$ cat src/rtl/wb_regfile.sv
// wb_regfile: writeback select, register array with bypassed dual read ports, retirement counters
module wb_regfile #(
  parameter int WORD_LEN          = 32,
  parameter int REG_FILE_ADDR_LEN = 5,
  parameter int CNT_LEN           = 32
) (
  input  logic                         clk,
  input  logic                         rst,
  input  logic                         WB_EN,
  input  logic                         MEM_R_EN,
  input  logic [WORD_LEN-1:0]          ALURes,
  input  logic [WORD_LEN-1:0]          memReadVal,
  input  logic [REG_FILE_ADDR_LEN-1:0] dest,
  input  logic [REG_FILE_ADDR_LEN-1:0] src1,
  input  logic [REG_FILE_ADDR_LEN-1:0] src2,
  input  logic                         clrCnt,
  output logic [WORD_LEN-1:0]          WB_Value,
  output logic [WORD_LEN-1:0]          reg1,
  output logic [WORD_LEN-1:0]          reg2,
  output logic [CNT_LEN-1:0]           retireCnt,
  output logic [CNT_LEN-1:0]           loadCnt
);
  localparam int DEPTH = 1 << REG_FILE_ADDR_LEN;
  logic [WORD_LEN-1:0] r_regs [DEPTH];
  logic [CNT_LEN-1:0]  r_ret;
  logic [CNT_LEN-1:0]  r_ld;
  logic                w_wr;
  assign WB_Value = MEM_R_EN ? memReadVal : ALURes;
  assign w_wr     = WB_EN && (dest != '0);
  // gating on rst keeps the bypass from leaking WB_Value while in reset
  assign reg1 = (!rst || src1 == '0) ? '0 : (WB_EN && dest == src1) ? WB_Value : r_regs[src1];
  assign reg2 = (!rst || src2 == '0) ? '0 : (WB_EN && dest == src2) ? WB_Value : r_regs[src2];
  assign retireCnt = r_ret;
  assign loadCnt   = r_ld;
  always_ff @(posedge clk or negedge rst)
    if (!rst)
      for (int i = 0; i < DEPTH; i++) r_regs[i] <= '0;
    else if (w_wr)
      r_regs[dest] <= WB_Value;
  always_ff @(posedge clk or negedge rst)
    if (!rst) begin
      r_ret <= '0;
      r_ld  <= '0;
    end else if (clrCnt) begin
      r_ret <= '0;
      r_ld  <= '0;
    end else begin
      r_ret <= r_ret + CNT_LEN'(WB_EN);
      r_ld  <= r_ld + CNT_LEN'(WB_EN && MEM_R_EN);
    end
endmodule

$ cat config.mk
export PLATFORM = sky130hd
export DESIGN_NAME = wb_regfile
export DESIGN_NICKNAME = d
export VERILOG_FILES = /design/src/rtl/wb_regfile.sv
export SDC_FILE = /design/constraint.sdc
export NUM_CORES = 2
export LEC_CHECK = 0
export CAP_MARGIN = 20
export CELL_PAD_IN_SITES_DETAIL_PLACEMENT = 1
export CELL_PAD_IN_SITES_GLOBAL_PLACEMENT = 1
export CORE_UTILIZATION = 55
export DETAILED_ROUTE_END_ITERATION = 16
export DONT_BUFFER_PORTS = 1
export GPL_TIMING_DRIVEN = 0
export PLACE_DENSITY_LB_ADDON = 0.05
export RECOVER_POWER = 50
export SETUP_SLACK_MARGIN = 0.4
export SYNTH_ARGS = -nofsm -noshare
export SYNTH_HDL_FRONTEND = slang
export SYNTH_SLANG_ARGS = --single-unit
$ cat constraint.sdc
create_clock -name clk -period 5 [get_ports clk]
set_input_delay 0.75 -clock clk [delete_from_list [all_inputs] [get_ports clk]]
set_output_delay 0.75 -clock clk [all_outputs]
set_load 0.01 [all_outputs]
-- After elaboration in Yosys (flattened, before gate mapping)
Cells that the tools add are included.
- register bits after elaboration: 1088
- bits of input ports: 84
- output and inout bits: 160
- logic and storage cells: 72
- $add $sub $neg: 2
- magnitude comparators: 4
- equal/unequal tests: 2
- muxes and demuxes: 16
- bitwise logic cells: 3
- reduce and logical (&&, ||, !) cells: 11
- operator list (operator ; count):
    1024-bit bitwise mux ; 1
    32-bit 2-to-1 mux ; 12
    32-bit binary-select mux with 5-bit select ; 2
    32-bit demux with 5-bit select ; 1
    32-bit by 1-bit adder with 32-bit output ; 2
    6-bit greater-or-equal comparator (second input constant) ; 3
    5-bit inverter with 6-bit output ; 3
    5-bit == test ; 2
    5-bit zero test ; 2
    6-bit by 1-bit < comparator with 1-bit output (second input constant) ; 1
    1-bit logical AND ; 5
    5-bit nonzero test ; 1
    1-bit logical OR ; 2
    1-bit zero test ; 1

-- Logic depth before layout (Yosys ltp)
- word-level depth: 6
- mapped depth: 10
- mapped depth without buffers: 7

-- Worst setup path before layout
OpenSTA, ideal clock, no wires.
- path type: input port to output port
- start: input port src1[0]
- end: output port reg1[11]
- arrival: 2.389 ns
- required time: 4.250 ns
- path slack: 1.861 ns
- stages: 9
- buffers on the path: 4
- cell sequence: buf_4 buf_6 buf_6 buf_2 mux4_2 a21oi_1 nand3_1 nand3_1 o21ai_1
- longest elaborated chain between the ends: 6
- elaborated cells on any way between the ends: 10
- those cells by class: 1 x eq/ne; 5 x mux; 1 x bitwise; 3 x reduce/logical
- ends and longest elaborated chain (item ; RTL line ; RTL):
    start: declaration ; 14 ; input logic [REG_FILE_ADDR_LEN-1:0] src1,
    5-bit inverter with 6-bit output (implied by the code) ; 31 ; assign reg1 = (!rst || src1 == '0) ? '0 : (WB_EN && dest == src1) ? WB_Value : r_regs[src1];
    32-bit binary-select mux with 5-bit select ; 31 ;
    32-bit 2-to-1 mux (implied by the code) (2 in a row) ; 31 ;
    32-bit 2-to-1 mux ; 31 ;
    32-bit 2-to-1 mux * ; 31 ;
    end: declaration ; 18 ; output logic [WORD_LEN-1:0] reg1,
Mark *: on every way between the ends. The rest lies on a longest branch, timed or not. The select of a mux whose other input is x is not followed.

-- Worst setup path in the final report
- start: input port src2[4]
- end: output port reg2[7]
- longest elaborated chain between the ends: 6
- elaborated cells on any way between the ends: 10
- those cells by class: 1 x eq/ne; 5 x mux; 1 x bitwise; 3 x reduce/logical
- ends and longest elaborated chain (item ; RTL line ; RTL):
    start: declaration ; 15 ; input logic [REG_FILE_ADDR_LEN-1:0] src2,
    5-bit inverter with 6-bit output (implied by the code) ; 32 ; assign reg2 = (!rst || src2 == '0) ? '0 : (WB_EN && dest == src2) ? WB_Value : r_regs[src2];
    32-bit binary-select mux with 5-bit select ; 32 ;
    32-bit 2-to-1 mux (implied by the code) (2 in a row) ; 32 ;
    32-bit 2-to-1 mux ; 32 ;
    32-bit 2-to-1 mux * ; 32 ;
    end: declaration ; 19 ; output logic [WORD_LEN-1:0] reg2,
Marks and branches as above.

==> impl_metrics.py <==
metrics = {
    "clocking": {
        "cts_setup_buffers": 0,
        "ctsLongestPathBuffers": 3,
        "clock_latency_ns": 0.77,
        "cts_tree": "yes",
        "cts_made_buffers": 116,
        "clock_sinks": 1088,
        "clkSlewWorstSetupHoldPaths_ns": 0.06,
        "htreeDepth": 3,
        "clockRootBuffer": "clkbuf_16",
    },
    "sta": {
        "slew_headroom": -0.675,
        "final_max_slew_viol_count": 538,
        "worstMarginPinSlew_ns": 2.51,
        "period_needed_ns": 4.96,
        "hold_viol": 68,
        "finalSetupTns_ns": 0,
        "finalSetupViolCount": 0,
        "finalCritPeriodShare": 0.992,
        "fmaxAchievable_mhz": 202,
        "rsz0062_at_grt": "true",
        "hold_ws_ns": -0.317,
        "finClkSkew_ns": 0.0118,
    },
    "die": {
        "die_area_um2": 103000,
        "coreArea_um2": 101000,
        "start_util": 0.558,
        "dieHeight_um": 322,
        "ios": 244,
        "dieWidth_um": 322,
        "rows": 116,
    },
    "grt": {
        "antenna_found_initial": 32,
        "grt_max_degree": 1092,
        "first_global_vias": 54131,
        "grtUsageTotal": 0.616,
        "grt_overflow_total": 0,
        "grt_pass1_wl_um": 433000,
    },
    "setup_path": {
        "critPathArrivalTime_ns": 4.21,
        "critPathCaptureType": "primary output",
        "critPathRequiredTime_ns": 4.25,
        "regToRegSetupSlack_ns": 2.36,
        "critPathMaxFanout": 10,
        "crit_type": "input pin to primary output",
        "start_kind": "input pin",
        "r2r-start": "loadCnt[0]$_DFF_PN0_",
        "r2r-end": "loadCnt[31]$_DFF_PN0_",
        "ff2ff_path_depth": 6,
    },
    "yosys": {
        "synth_area_um2": 56200,
        "synth_edf_count": 0,
        "synth_cells": 5105,
        "synth_cell_types": 63,
        "yosysTopAreaCell": "dfrtp_1",
        "avgSynthCellArea_um2": 11.0,
        "synth.net_count": 5193,
        "synth_top_cell_area_share": 0.485,
        "ys.flop_type": "dfrtp_1",
        "synth_area_leaders": "dfrtp_1 48%, mux4_2 18%, a21oi_1 4.9%",
        "ys_warn_count": 0,
        "ys_seq_elements": 1088,
        "ys_seq_area_frac": 0.485,
        "ys_top_cells_by_count": "1088 x dfrtp_1, 590 x nor2_1, 553 x a21oi_1",
        "async_reset_ff_frac": 1.00,
        "synth_most_common_cell": "dfrtp_1",
    },
    "power": {
        "vdd_drop_max_v": 0.000337,
        "powerDensity_nw_per_um2": 456,
        "p_leak_uw": 0.0264,
    },
    "detailed_routing": {
        "met2_length_um": 124000,
        "num_vias": 54873,
        "drt_first_iter_violations": 9757,
        "firstDrtPassIters": 9,
        "drc": 0,
        "via_per_inst": 8.14,
        "wl_met1_um": 97900,
        "ant_nets": 0,
        "wl_met3_um": 54600,
        "wl_um": 317000,
        "wl_per_cell_um": 47.0,
        "maxUsedRoutingLayer": "met5",
    },
    "layout": {
        "fillers": 10431,
        "seqCellArea_um2": 27200,
        "multi_input_area_um2": 26300,
        "fin_nets": 5355,
        "final_layout_size_suffix_gt1_frac": 0.174,
        "syn_to_final_growth_pct": 11.3,
    },
    "place": {
        "io_buffers": 0,
        "dpl.hpwl_um": 218000,
        "place_congestion": 1.14,
    },
    "run_status": {
        "status": "complete, but fails checks",
        "violations": "negative hold slack, max-capacitance violations, max-slew violations",
    },
    "run": {
        "max_cap_viol_count": 5,
    },
    "worst_hold_path": {
        "min_path_type": "input pin to asynchronous set/reset pin",
    },
}
[sequential cells by signal (all words and copies together) (netlist names)]
name	cells
loadCnt	32
r_regs	1024
retireCnt	32
[per-stage QoR]
stage               utilization  total power, uW  worst slack, ns  instances  area (um^2)
finish                    0.622            28500           0.0391       6745        62500
global route              0.621            28800            0.270       6723        62500
CTS                       0.617            27500            0.275       6698        62100
detailed placement        0.578            18300           0.0126       6483        58100
global placement          0.575            17800           -0.310       6462        57900
floorplan                     -            15600             1.86       5105        56200
[layout by cell type (no fill, tap or decap), types with 17 or more instances in the layout]
| cell | instances |
|---|---|
| o21ai_0 | 483 |
| o21ai_1 | 18 |
| a21oi_1 | 553 |
| clkbuf_1 | 372 |
| nand3_1 | 69 |
| clkbuf_16 | 119 |
| inv_1 | 38 |
| xnor2_1 | 23 |
| xor2_1 | 46 |
| a21o_1 | 17 |
| buf_2 | 89 |
| mux2i_1 | 153 |
| nand2b_1 | 21 |
| buf_8 | 19 |
| nand4_1 | 18 |
| or4_1 | 26 |
| diode_2 | 24 |
| o21bai_1 | 17 |
| clkbuf_8 | 25 |
| a221oi_1 | 37 |
| dfrtp_1 | 1088 |
| mux4_2 | 459 |
| clkbuf_2 | 21 |
| o211ai_1 | 17 |
| clkinv_2 | 27 |
| a22oi_1 | 59 |
| buf_6 | 36 |
| nand2_1 | 541 |
| buf_4 | 32 |
| clkbuf_4 | 17 |
| nor2_1 | 595 |
| o22ai_1 | 118 |
[where the power goes]
group / total, uW / leakage [uW] / switching (uW) / internal (uW)
logic: 6900 / 0.0108 / 4180 / 2720
registers: 12400 / 0.0137 / 1770 / 10600
clock network: 9280 / 0.00195 / 4040 / 5240
total: 28500 / 0.0264 / 9990 / 18500
[final cells by class]
type	instances	area share
flip-flops and latches	1088	0.435
clock buffers	171	0.0547
clock inverters	44	0.00808
repair buffers	44	0.00836
multi-input cells	3442	0.420
inverters	39	0.00240
well taps	1357	0.0272
plain buffers	536	0.0429
diodes	24	0.000960
[per-layer routing]
layer  global-route usage  vias up
met5               0.0478        -
met4                0.548       20
met3                0.380     2208
met2                0.816     5961
met1                0.679    27767
li1                     -    18917
[worst max-delay path by stage]
stage          startpoint  endpoint  slack, ns  cells past startpoint
2_1_floorplan     src1[0]  reg1[11]       1.86                      9
3_3_place_gp      src1[2]  reg1[10]      -0.31                      7
3_5_place_dp      src1[1]   reg1[5]       0.01                      9
4_1_cts           src1[1]   reg1[5]       0.28                      9
5_1_grt               rst   reg1[3]       0.27                      6
6_report          src2[4]   reg2[7]       0.04                      7
[critical path: stages]
cell and delay (ns):
buf_2 0.34, clkbuf_1 0.87, clkbuf_1 0.84, a221oi_1 0.40
a22oi_1 0.33, a21o_1 0.20, o221ai_1 0.44
[logic make-up after synthesis]
group | count (synthesis) | share of synthesized area
compound gates | 1387 | 0.140
simple gates | 1358 | 0.101
flops | 1088 | 0.485
mux | 624 | 0.214
buf+inv | 575 | 0.0491
xor+xnor | 69 | 0.0108
fa+ha+maj | 4 | 0.000891
[timing repair]
item                       in CTS  in global routing
pin swaps                       0                  1
hold endpoints to repair     1088                  3
cloned                          0                  4
gates resized for setup        16                 65
setup endpoints to repair      26                 64
Power figures use the tool's default switching activity.
